`src/rtl/onehot_pkg.sv`:
```
// Shared constants and one-hot helpers for the decoder capture stage.
// Helpers take a max-width word so any legal WIDTH can zero-extend into them.
package onehot_pkg;

  localparam int WIDTH = 8;
  localparam int AW    = 3;
  localparam int MAXW  = 256;

  function automatic logic is_onehot(input logic [MAXW-1:0] w);
    return (w != '0) && ((w & (w - MAXW'(1))) == '0);
  endfunction

  function automatic logic [7:0] lsb_index(input logic [MAXW-1:0] w);
    logic [7:0] idx;
    idx = '0;
    for (int i = MAXW - 1; i >= 0; i--) begin
      if (w[i]) idx = 8'(i);
    end
    return idx;
  endfunction

endpackage

```
`src/rtl/onehot_capture_enc_encode.sv`:
```
// Combinational one-hot to index encoder with legality flag.
// Illegal words still report the lowest set bit so debug sees a hint.
module onehot_encode
  import onehot_pkg::*;
#(
  parameter int WIDTH = onehot_pkg::WIDTH,
  parameter int AW    = onehot_pkg::AW
) (
  input  logic [WIDTH-1:0] i_onehot,
  output logic [AW-1:0]    o_idx,
  output logic             o_err
);

  logic [MAXW-1:0] w_ext;

  always_comb begin
    w_ext = '0;
    w_ext[WIDTH-1:0] = i_onehot;
  end

  assign o_idx = AW'(lsb_index(w_ext));
  assign o_err = !is_onehot(w_ext);

endmodule

```
`src/rtl/onehot_capture_enc.sv`:
```
// Registered capture of the decoder one-hot word, re-encoded to an index,
// with legality check, stale-repeat flag and saturating error counter.
module onehot_capture_enc
  import onehot_pkg::*;
#(
  parameter int WIDTH = onehot_pkg::WIDTH,
  parameter int AW    = onehot_pkg::AW,
  parameter int CNT_W = 8
) (
  input  logic             clk,
  input  logic             reset,
  input  logic             in_valid,
  output logic             in_ready,
  input  logic [WIDTH-1:0] in_onehot,
  output logic             out_valid,
  input  logic             out_ready,
  output logic [AW-1:0]    out_addr,
  output logic             out_err,
  output logic             out_same,
  input  logic             clear_err,
  output logic [CNT_W-1:0] err_count,
  output logic             err_sticky
);

  if (WIDTH < 2 || WIDTH > 256 || (WIDTH & (WIDTH - 1)) != 0
      || AW != $clog2(WIDTH)) begin : g_bad_param
    $error("onehot_capture_enc: illegal WIDTH/AW");
  end

  logic             w_accept;
  logic             w_drain;
  logic             w_err;
  logic             w_same;
  logic [AW-1:0]    w_idx;
  logic [WIDTH-1:0] r_prev_word;
  logic             r_prev_vld;

  onehot_encode #(
    .WIDTH (WIDTH),
    .AW    (AW)
  ) u_enc (
    .i_onehot (in_onehot),
    .o_idx    (w_idx),
    .o_err    (w_err)
  );

  assign in_ready = !out_valid || out_ready;
  assign w_accept = in_valid && in_ready;
  assign w_drain  = out_valid && out_ready;
  assign w_same   = r_prev_vld && (in_onehot == r_prev_word);

  always_ff @(posedge clk or posedge reset) begin
    if (reset) begin
      out_valid   <= 1'b0;
      out_addr    <= '0;
      out_err     <= 1'b0;
      out_same    <= 1'b0;
      r_prev_word <= '0;
      r_prev_vld  <= 1'b0;
    end else if (w_accept) begin
      out_valid   <= 1'b1;
      out_addr    <= w_idx;
      out_err     <= w_err;
      out_same    <= w_same;
      r_prev_word <= in_onehot;
      r_prev_vld  <= 1'b1;
    end else if (w_drain) begin
      out_valid   <= 1'b0;
    end
  end

  // A fresh error outranks a concurrent clear: it counts as the first.
  always_ff @(posedge clk or posedge reset) begin
    if (reset) begin
      err_count  <= '0;
      err_sticky <= 1'b0;
    end else if (w_accept && w_err) begin
      err_sticky <= 1'b1;
      if (clear_err)
        err_count <= CNT_W'(1);
      else if (err_count != '1)
        err_count <= err_count + CNT_W'(1);
    end else if (clear_err) begin
      err_count  <= '0;
      err_sticky <= 1'b0;
    end
  end

endmodule

```
`config.mk`:
```
export PLATFORM = sky130hd
export DESIGN_NAME = onehot_capture_enc
export DESIGN_NICKNAME = d
export VERILOG_FILES = /design/src/rtl/onehot_pkg.sv /design/src/rtl/onehot_capture_enc_encode.sv /design/src/rtl/onehot_capture_enc.sv
export SDC_FILE = /design/constraint.sdc
export NUM_CORES = 1
export LEC_CHECK = 0
export CAP_MARGIN = 20
export CORE_UTILIZATION = 40
export CTS_CLUSTER_DIAMETER = 200
export DETAILED_ROUTE_END_ITERATION = 12
export PLACE_DENSITY = 0.64
export SYNTH_ARGS = -nofsm -noshare
export SYNTH_HDL_FRONTEND = slang
export SYNTH_HIERARCHICAL = 1
export SYNTH_SLANG_ARGS = --single-unit
```
`constraint.sdc`:
```
create_clock -name clk -period 1.8 [get_ports clk]
set_clock_uncertainty 0.1 [all_clocks]
set_input_delay 0.27 -clock clk [delete_from_list [all_inputs] [get_ports clk]]
set_output_delay 0.27 -clock clk [all_outputs]
set_load 0.01 [all_outputs]
```
======== Word-level counts from Yosys, hierarchy flattened ========
Index checks and enable logic that the tools add are counted.
storage, ports and cells
  bits of input ports ..................... 13
  flip-flop bits (word level) ............. 24
  word-level logic and storage cells ...... 43
operators by class
  bitwise gates (word level) .............. 1
  add/subtract/negate cells ............... 2
  reductions and logical operators ........ 14
  multiplexer cells ....................... 16
  equality and inequality tests ........... 2
operators with widths
  cell                   number
  $and A8 B256 Y256      1
  $logic_not A256 Y1     1
  $reduce_bool A256 Y1   1
  $mux W8                4
  $mux W3                8
  $sub A8 B1 Y9 const B  1
  $add A8 B1 Y8 const B  1
  $eq A8 B8 Y1           1
  $ne A8 B8 Y1 const B   1
  $reduce_bool A2 Y1     3
  $logic_and A1 B1 Y1    5
  $mux W1                4
  $logic_not A1 Y1       2
  $reduce_and A2 Y1      1
  $logic_or A1 B1 Y1     1

======== Depth between registers and ports, before layout ========
Gate-level depths: netlist of the first run.
  depth in word-level cells ............... 8
  depth in mapped cells ................... 8

======== Modules after synthesis ========
The synthesis of the first run kept the hierarchy.
modules (own cells, without submodules)
  module              seq. area each (µm²)  cells an instance  area an instance (µm²)  instances
  onehot_capture_enc  600.6                 97                 1171.1                  1
  onehot_encode       0.0                   25                 168.9                   1

======== Least setup slack after synthesis of the first run ========
OpenSTA, ideal clock, no wires.
  path type ............................... input -> register
  start ................................... in in_onehot[3]
  end ..................................... reg err_count[2]
  path buffers ............................ 1
  setup slack ............................. -242 ps
  required time ........................... 1614 ps
  stages .................................. 8
  data arrival time ....................... 1856 ps
  cells stage by stage .................... or4_4 > a2111oi_4 > a21o_1 > o21ai_1 > and3_1 > clkbuf_1 > and4_1 > nor3_1
between the ends
  longest elaborated chain between the ends .. 8
  elaborated cells between the ends (all ways) .. 10
  classes of those cells .................. add/sub (1); mux (1); bitwise (1); reduce/logical (7)
RTL lines
  what                                 RTL line                         source
  start, declared                      onehot_capture_enc.sv:14         input logic [WIDTH-1:0] in_onehot,
  $sub A8 B1 Y9                        onehot_pkg.sv:10                 return (w != '0) && ((w & (w - MAXW'(1))) == '0);
  $and A8 B256 Y256                    onehot_pkg.sv:10
  $logic_not A256 Y1                   onehot_pkg.sv:10
  $logic_and A1 B1 Y1 *                onehot_pkg.sv:10
  $logic_not A1 Y1 *                   onehot_capture_enc_encode.sv:22  assign o_err = !is_onehot(w_ext);
  named net w_err                      onehot_capture_enc.sv:32         logic w_err;
  $logic_and A1 B1 Y1 *                onehot_capture_enc.sv:77         end else if (w_accept && w_err) begin
  $reduce_bool A2 Y1 (no source line)  -
  $reduce_and A2 Y1 (no source line)   -
  end signal, assigned                 onehot_capture_enc.sv:82         err_count <= err_count + CNT_W'(1);
  end, declared                        onehot_capture_enc.sv:21         output logic [CNT_W-1:0] err_count,
Mark *: on every way through the listed nets, which the timed path passes. The rest lies on a longest branch.
A chain may end at the register's enable or synchronous reset.

======== Final worst setup path of the first run ========
  start ................................... in in_onehot[6]
  end ..................................... reg err_count[7]
The elaborated chain is that of the path after synthesis.

==> summary.md, run 1 <==
| Metric | Value |
|---|---|
| Clock Path Buffers | `2` |
| Initial antenna violation count | `0` |
| Achievable Freq | `between 500 and 600 MHz` |
| Worst setup EP type | `register` |
| Synth Area per Inst | `11.0 um2` |
| PwrDens | `658 nW/um2` |
| I/O pin total | `29` |
| Inserted Clock Buffers | `3` |
| Fin. Hold Viols | `0` |
| RSZ-0062 raised after global routing | `true` |
| Critical path arrival | `roughly 2.0 ns` |
| Gr ovfl total | `0` |
| Pre-CTS WS | `-0.843 ns` |
| Core Rows | `20` |
| Adder-cell share of the synthesized area | `less than 1%` |
| Violated checks | `setup timing` |
| All-Layer GR Usage | `between 20% and 30%` |
| Post-route setup slack | `-0.0289 ns` |
| CTS Hold Buffers Added | `0` |
| Leak Pwr | `~0.9 nW` |
| GRT met3 Usage | `about 2.2%` |
| Slew HR | `75.9%` |
| Layout area overhead | `51.4%` |
| Critical path fanouts, max | `4` |
| DIE WIDTH | `59.9 um` |
| Share of cells above drive strength 1 | `41.4%` |
| Worst VDD drop | `0.259 mV` |
| Drt pass-1 iters | `4` |
| CTS root buffer | `clkbuf_4` |
| Die footprint | `3590 um2` |
| Mapped cell area | `1340 um2` |
| XOR/XNOR share of the synthesized area | `5.23%` |
| Wire length per cell | `14.9 um` |
| Routed Antenna Nets | `0` |
| Net Count, Synth | `around 140` |
| # fillers | `263` |
| FF/Latch Area | `between 600 and 700 um2` |
| Routability congestion estimate | `0.935` |
| Total power | `0.00133 W` |
| Vias in the first global route | `1,197` |
| Multi-input logic area | `slightly below 800 um2` |
| Largest family of logic cells by synthesized area | `simple AND/OR/NAND/NOR gates` |
| Synth Flop Type | `dfrtp_1` |
| TritonCTS clock tree | `built` |
| Met1 usage | `24.4%` |
| Complex-gate fraction of the synthesized area | `15.2%` |
| Post-layout nets | `196` |
| Ys async rst share | `100%` |
| DR vias | `1,186` |
| Largest net degree at the start of global routing | `25` |
| Die height | `~60 um` |
| Port Buffers | `28` |
| Gr busiest metal | `met2` |
| Crit Path Category | `in -> reg` |
| Post-DP HPWL | `approximately 2.3 mm` |
| Final Critical Period | `around 1.8 ns` |
| Slew @ Worst Pin | `about 0.36 ns` |
| Cells after Synth | `122` |
| Multiplexer area fraction after synthesis | `a little over a tenth` |
| DRT Wirelength | `approximately 3.4 mm` |
| First-pass GRT wire length | `between 5 and 6 mm` |
| Hold Crit Class | `in -> async` |
| Max-cap violation count | `0` |
| Synth cell types | `44` |
| Htree depth | `1` |
| Status | `finished, violations left` |
| Vias per cell | `5.27` |
| Core Region | `3130 um2` |
| Register bit total from synthesis | `24` |
| 1st-iter DRT viols | `29` |
| Synthesis warning total | `6` |
| Final Cycle Share | `102%` |
| Simple-gate share of the synthesized area | `19.6%` |
| Initial Util | `between 40% and 50%` |
| CP required | `between 1.5 and 2 ns` |
| Drt drc | `0` |
| Clk_lat worst skew | `0.32 ns` |
| Final hold slack | `~0.17 ns` |
| Met2 usage | `between 30 and 40%` |
| Final Setup Violations | `1` |
| Register area share after synthesis | `44.8%` |
| N_diodes | `0` |
| Clock transition at path regs | `roughly 0.14 ns` |
| Startpoint types | `input port` |
| Max Slew Vio Count | `0` |
| Clock Sinks | `24` |
| EDFF count, synth | `0` |
sequential cells by signal, summed over array words and instances (netlist names):
name,flops
err_count,8
r_prev_word,8
out_addr,3
err_sticky,1
out_err,1
out_same,1
out_valid,1
r_prev_vld,1
layout by cell type, fill, tap and decap left out, types with 3 or more instances in the layout:
master and n:
buf_4 29, dfrtp_1 21, clkdlybuf4s50_1 19, mux2_2 10, nand2_1 7, xor2_1 7
nor3_1 5, inv_1 5, a21oi_1 5, nor2_1 4, and3_1 3, a21o_1 3
nand3_1 3, nand2b_1 3, clkbuf_4 3, dfrtp_2 3, buf_2 3, buf_6 3
metrics by stage:
stage	instances	utilization, %	area (um2)	TNS, ns
floorplan	122	-	1360	-0.839
global placement	211	58.8	1840	-7.36
detailed placement	211	58.8	1840	-7.63
CTS	226	63.9	2000	-0.00733
global route	225	64.8	2030	-0.105
finish	225	64.8	2030	-0.0289
cells by family after synthesis:
family | Yosys count
AND/OR/NAND/NOR | 42
AO/OA/AOI/OAI | 24
flip-flops | 24
multiplexers | 13
buffers and inverters | 10
XOR/XNOR | 8
adder cells (fa/ha/maj) | 1
what timing repair did:
item	4_1_cts	5_1_grt
setup endpoints to repair	13	11
gates resized for setup	44	16
pin swaps	15	8
buffers inserted	11	0
synth_stat cells (all sizes together) (3+ instances only):
cell type,number,share of area [%]
inv,6,1.7
a21o,3,1.7
a21oi,5,1.9
nand2,7,2.0
nor2,5,1.4
buf,3,1.5
nand2b,4,2.1
and3,4,1.9
dfrtp,24,45
nand4,3,1.9
o21ai,3,1.1
nand3,4,1.9
nor3,6,2.2
mux2,11,9.2
xor2,7,4.6
cell type report:
cell class                      instances  area share, %
Multi-Input combinational cell         88           38.1
Sequential cell                        24           29.8
Timing Repair Buffer                   59           25.7
Tap cell                               44           2.71
Clock inverter                          1           1.48
Clock buffer                            3           1.11
Inverter                                6           1.11
worst paths after layout:
kind                                  end  slack [ns]  cells past startpoint          from
setup reg to reg             err_count[5]        0.14                      5  err_count[0]
min in group clk           r_prev_word[6]        0.23                      3  in_onehot[6]
max in group asynchronous    err_count[4]        1.17                      3         reset
hold / removal                   out_same        0.17                      3         reset
setup / recovery             err_count[7]       -0.03                      9  in_onehot[6]
hold reg to reg                err_sticky        0.40                      1    err_sticky
where the power goes:
| group | leakage [nW] | internal [W] | total (W) | switching (W) |
|---|---|---|---|---|
| Sequential | 0.294 | 0.000586 | 0.000615 | 0.0000291 |
| Combinational | 0.576 | 0.000182 | 0.000324 | 0.000142 |
| Clock | 0.0279 | 0.000225 | 0.000395 | 0.000170 |
| Total | 0.898 | 0.000993 | 0.00133 | 0.000341 |
routing by layer:
| layer | vias up | routed length [um] |
|---|---|---|
| met1 | 563 | 1430 |
| met4 | 0 | 85 |
| met3 | 10 | 124 |
| met2 | 43 | 1720 |
| li1 | 570 | - |
| met5 | - | 0 |
worst max-delay path: stages:
cell and delay (ns):
buf_8 0.10, nor4_4 0.31, or3_4 0.19, a211oi_4 0.07, o21ai_4 0.23, inv_2 0.07, nor4b_4 0.32, a31oi_1 0.16
a311oi_2 0.25
No activity file was read; power rests on OpenSTA's default activity.
==> run 2: changes to the inputs <==
--- a/config.mk
+++ b/config.mk
@@ -9,6 +9,7 @@
 export CORE_UTILIZATION = 40
 export CTS_CLUSTER_DIAMETER = 200
 export DETAILED_ROUTE_END_ITERATION = 12
+export GPL_TIMING_DRIVEN = 0
 export PLACE_DENSITY = 0.64
 export SYNTH_ARGS = -nofsm -noshare
 export SYNTH_HDL_FRONTEND = slang
==> run 2 against run 1 <==
The run still ends with setup timing left. Count of clock-buffer cells in the layout is the same. Cell count shrank 7.1%. Die area is the same. Hold slack lost 0.057 ns. Register-to-register slack lost 0.08 ns. First-iteration DRC count grew 150%. Setup slack gained 0.0015 ns. Largest power group unchanged. Highest routed layer unchanged.
==> summary.md, run 2 (synthesis results as in run 1) <==
| Metric | Value |
|---|---|
| Die footprint | `3590 um2` |
| DIE WIDTH | `59.9 um` |
| Wire length per cell | `14.2 um` |
| Critical path fanouts, max | `6` |
| Achievable Freq | `547 MHz` |
| Final Critical Period | `around 1.8 ns` |
| Drt drc | `0` |
| RSZ-0062 raised after global routing | `true` |
| PwrDens | `around 680 nW/um2` |
| Initial Util | `42.8%` |
| Largest regs | `err_count (8), r_prev_word (8), out_addr (3)` |
| Gr ovfl total | `0` |
| Layout area overhead | `41.6%` |
| Hold Crit Class | `in -> reg` |
| DR vias | `1,130` |
| Drt pass-1 iters | `4` |
| Clock Path Buffers | `2` |
| Max Slew Vio Count | `0` |
| Post-layout nets | `180` |
| Vias in the first global route | `about 1,100` |
| Status | `finished, violations left` |
| CTS root buffer | `clkbuf_4` |
| Worst VDD drop | `about 0.38 mV` |
| Multi-input logic area | `766 um2` |
| Critical path arrival | `between 1.5 and 2 ns` |
| Port Buffers | `27` |
| 1st-iter DRT viols | `72` |
| Slew HR | `37.7%` |
| Worst setup EP type | `register` |
| Core Region | `3130 um2` |
| Routed Antenna Nets | `0` |
| Initial antenna violation count | `0` |
| # fillers | `283` |
| Clock Sinks | `24` |
| Final instance area | `1900 um2` |
| Fin. Hold Viols | `0` |
| CP required | `1.91 ns` |
| Clk_lat worst skew | `0.31 ns` |
| Most common cell after layout, fill and taps aside | `dfrtp_1` |
| FF/Latch Area | `604 um2` |
| Startpoint types | `input port` |
| Post-route setup slack | `-0.0275 ns` |
| Largest net degree at the start of global routing | `25` |
| First-pass GRT wire length | `~5.1 mm` |
| Area after DPL | `about 1700 um2` |
| Crit Path Category | `in -> reg` |
| Clock transition at path regs | `approximately 0.13 ns` |
| TritonCTS clock tree | `built` |
| I/O pin total | `29` |
| Final Setup Violations | `3` |
| Final Cycle Share | `102%` |
| Violated checks | `setup timing` |
| DRT Wirelength | `2.98 mm` |
| All-Layer GR Usage | `between 10% and 20%` |
| Post-DP HPWL | `2.00 mm` |
| Inserted Clock Buffers | `3` |
| Routability congestion estimate | `around 0.76` |
| Max-cap violation count | `0` |
| Vias per cell | `5.41` |
| N_diodes | `0` |
| Slew @ Worst Pin | `0.934 ns` |
| Core Rows | `20` |
| CTS Hold Buffers Added | `0` |
| Die height | `between 50 and 60 um` |
| Htree depth | `1` |
| Most frequent cells in the layout | `21 x dfrtp_1, 18 x clkdlybuf4s50_1, 14 x buf_4, 11 x mux2_2` |
| Share of cells above drive strength 1 | `36.4%` |
| Leak Pwr | `about 0.82 nW` |
| Core occupancy in the finished layout | `60.7%` |
| Final hold slack | `0.115 ns` |
## run 2: changes by cell type in the layout (fill, tap and decap cells not counted), moves of 2 or more
cell	change
a211oi_2	+2
buf_2	-2
buf_4	-15
buf_6	+3
buf_8	-2
## run 2: worst paths after layout
| path | cells past startpoint | endpoint | slack, ns | start |
|---|---|---|---|---|
| max | 14 | out_addr[2] | -0.03 | in_onehot[6] |
| min | 2 | r_prev_word[0] | 0.12 | in_onehot[0] |
| max reg2reg | 5 | err_count[5] | 0.06 | err_count[0] |
| min reg2reg | 1 | r_prev_vld | 0.39 | r_prev_vld |
| max in group asynchronous | 2 | err_count[7] | 0.62 | reset |
| min in group asynchronous | 2 | out_same | 0.35 | reset |
## run 2: final cells by class
cell class,count,area share [%]
multi-input cells,88,40.3
flip-flops and latches,24,31.8
repair buffers,40,19.8
well taps,44,2.90
clock inverters,1,1.58
clock buffers,3,1.19
plain buffers,3,1.19
inverters,6,1.19
## run 2: what timing repair did
item | 4_1_cts | 5_1_grt
setup buffers | 13 | 0
endpoints found under the hold margin | 0 | 0
pin swaps | 10 | 5
gates resized for setup | 57 | 20
endpoints found under the setup margin | 12 | 18
## run 2: layer usage
layer,up-vias,track usage [%],wire (um)
met5,-,0,0
met4,0,7.97,72
met3,6,2.81,133
met2,36,32.1,1450
met1,555,23.9,1320
li1,533,-,-
## run 2: power breakdown
group / switching (W) / internal, W / total, W
clock: 0.000162 / 0.000225 / 0.000387
combinational: 0.000127 / 0.000154 / 0.000282
sequential: 0.0000318 / 0.000586 / 0.000618
## run 2: metrics by stage
step	std cells	total power [W]	setup slack (ns)	setup TNS, ns
after floorplan	122	0.000766	-0.185	-0.839
after global placement	193	0.000878	-0.940	-9.93
after detailed placement	193	0.000886	-0.999	-11.04
after CTS	209	0.00129	-0.00648	-0.00648
after global routing	209	0.00136	-0.0652	-0.296
final	209	0.00129	-0.0275	-0.0515
## run 2: critical path, stage by stage
cell and delay, ns:
buf_4 0.15, nor4_4 0.26, buf_4 0.14, buf_4 0.09
buf_4 0.10, buf_4 0.09, buf_4 0.09, buf_4 0.09
buf_4 0.09, buf_4 0.09, buf_4 0.09, buf_4 0.09
nor2_1 0.04, mux2_2 0.25
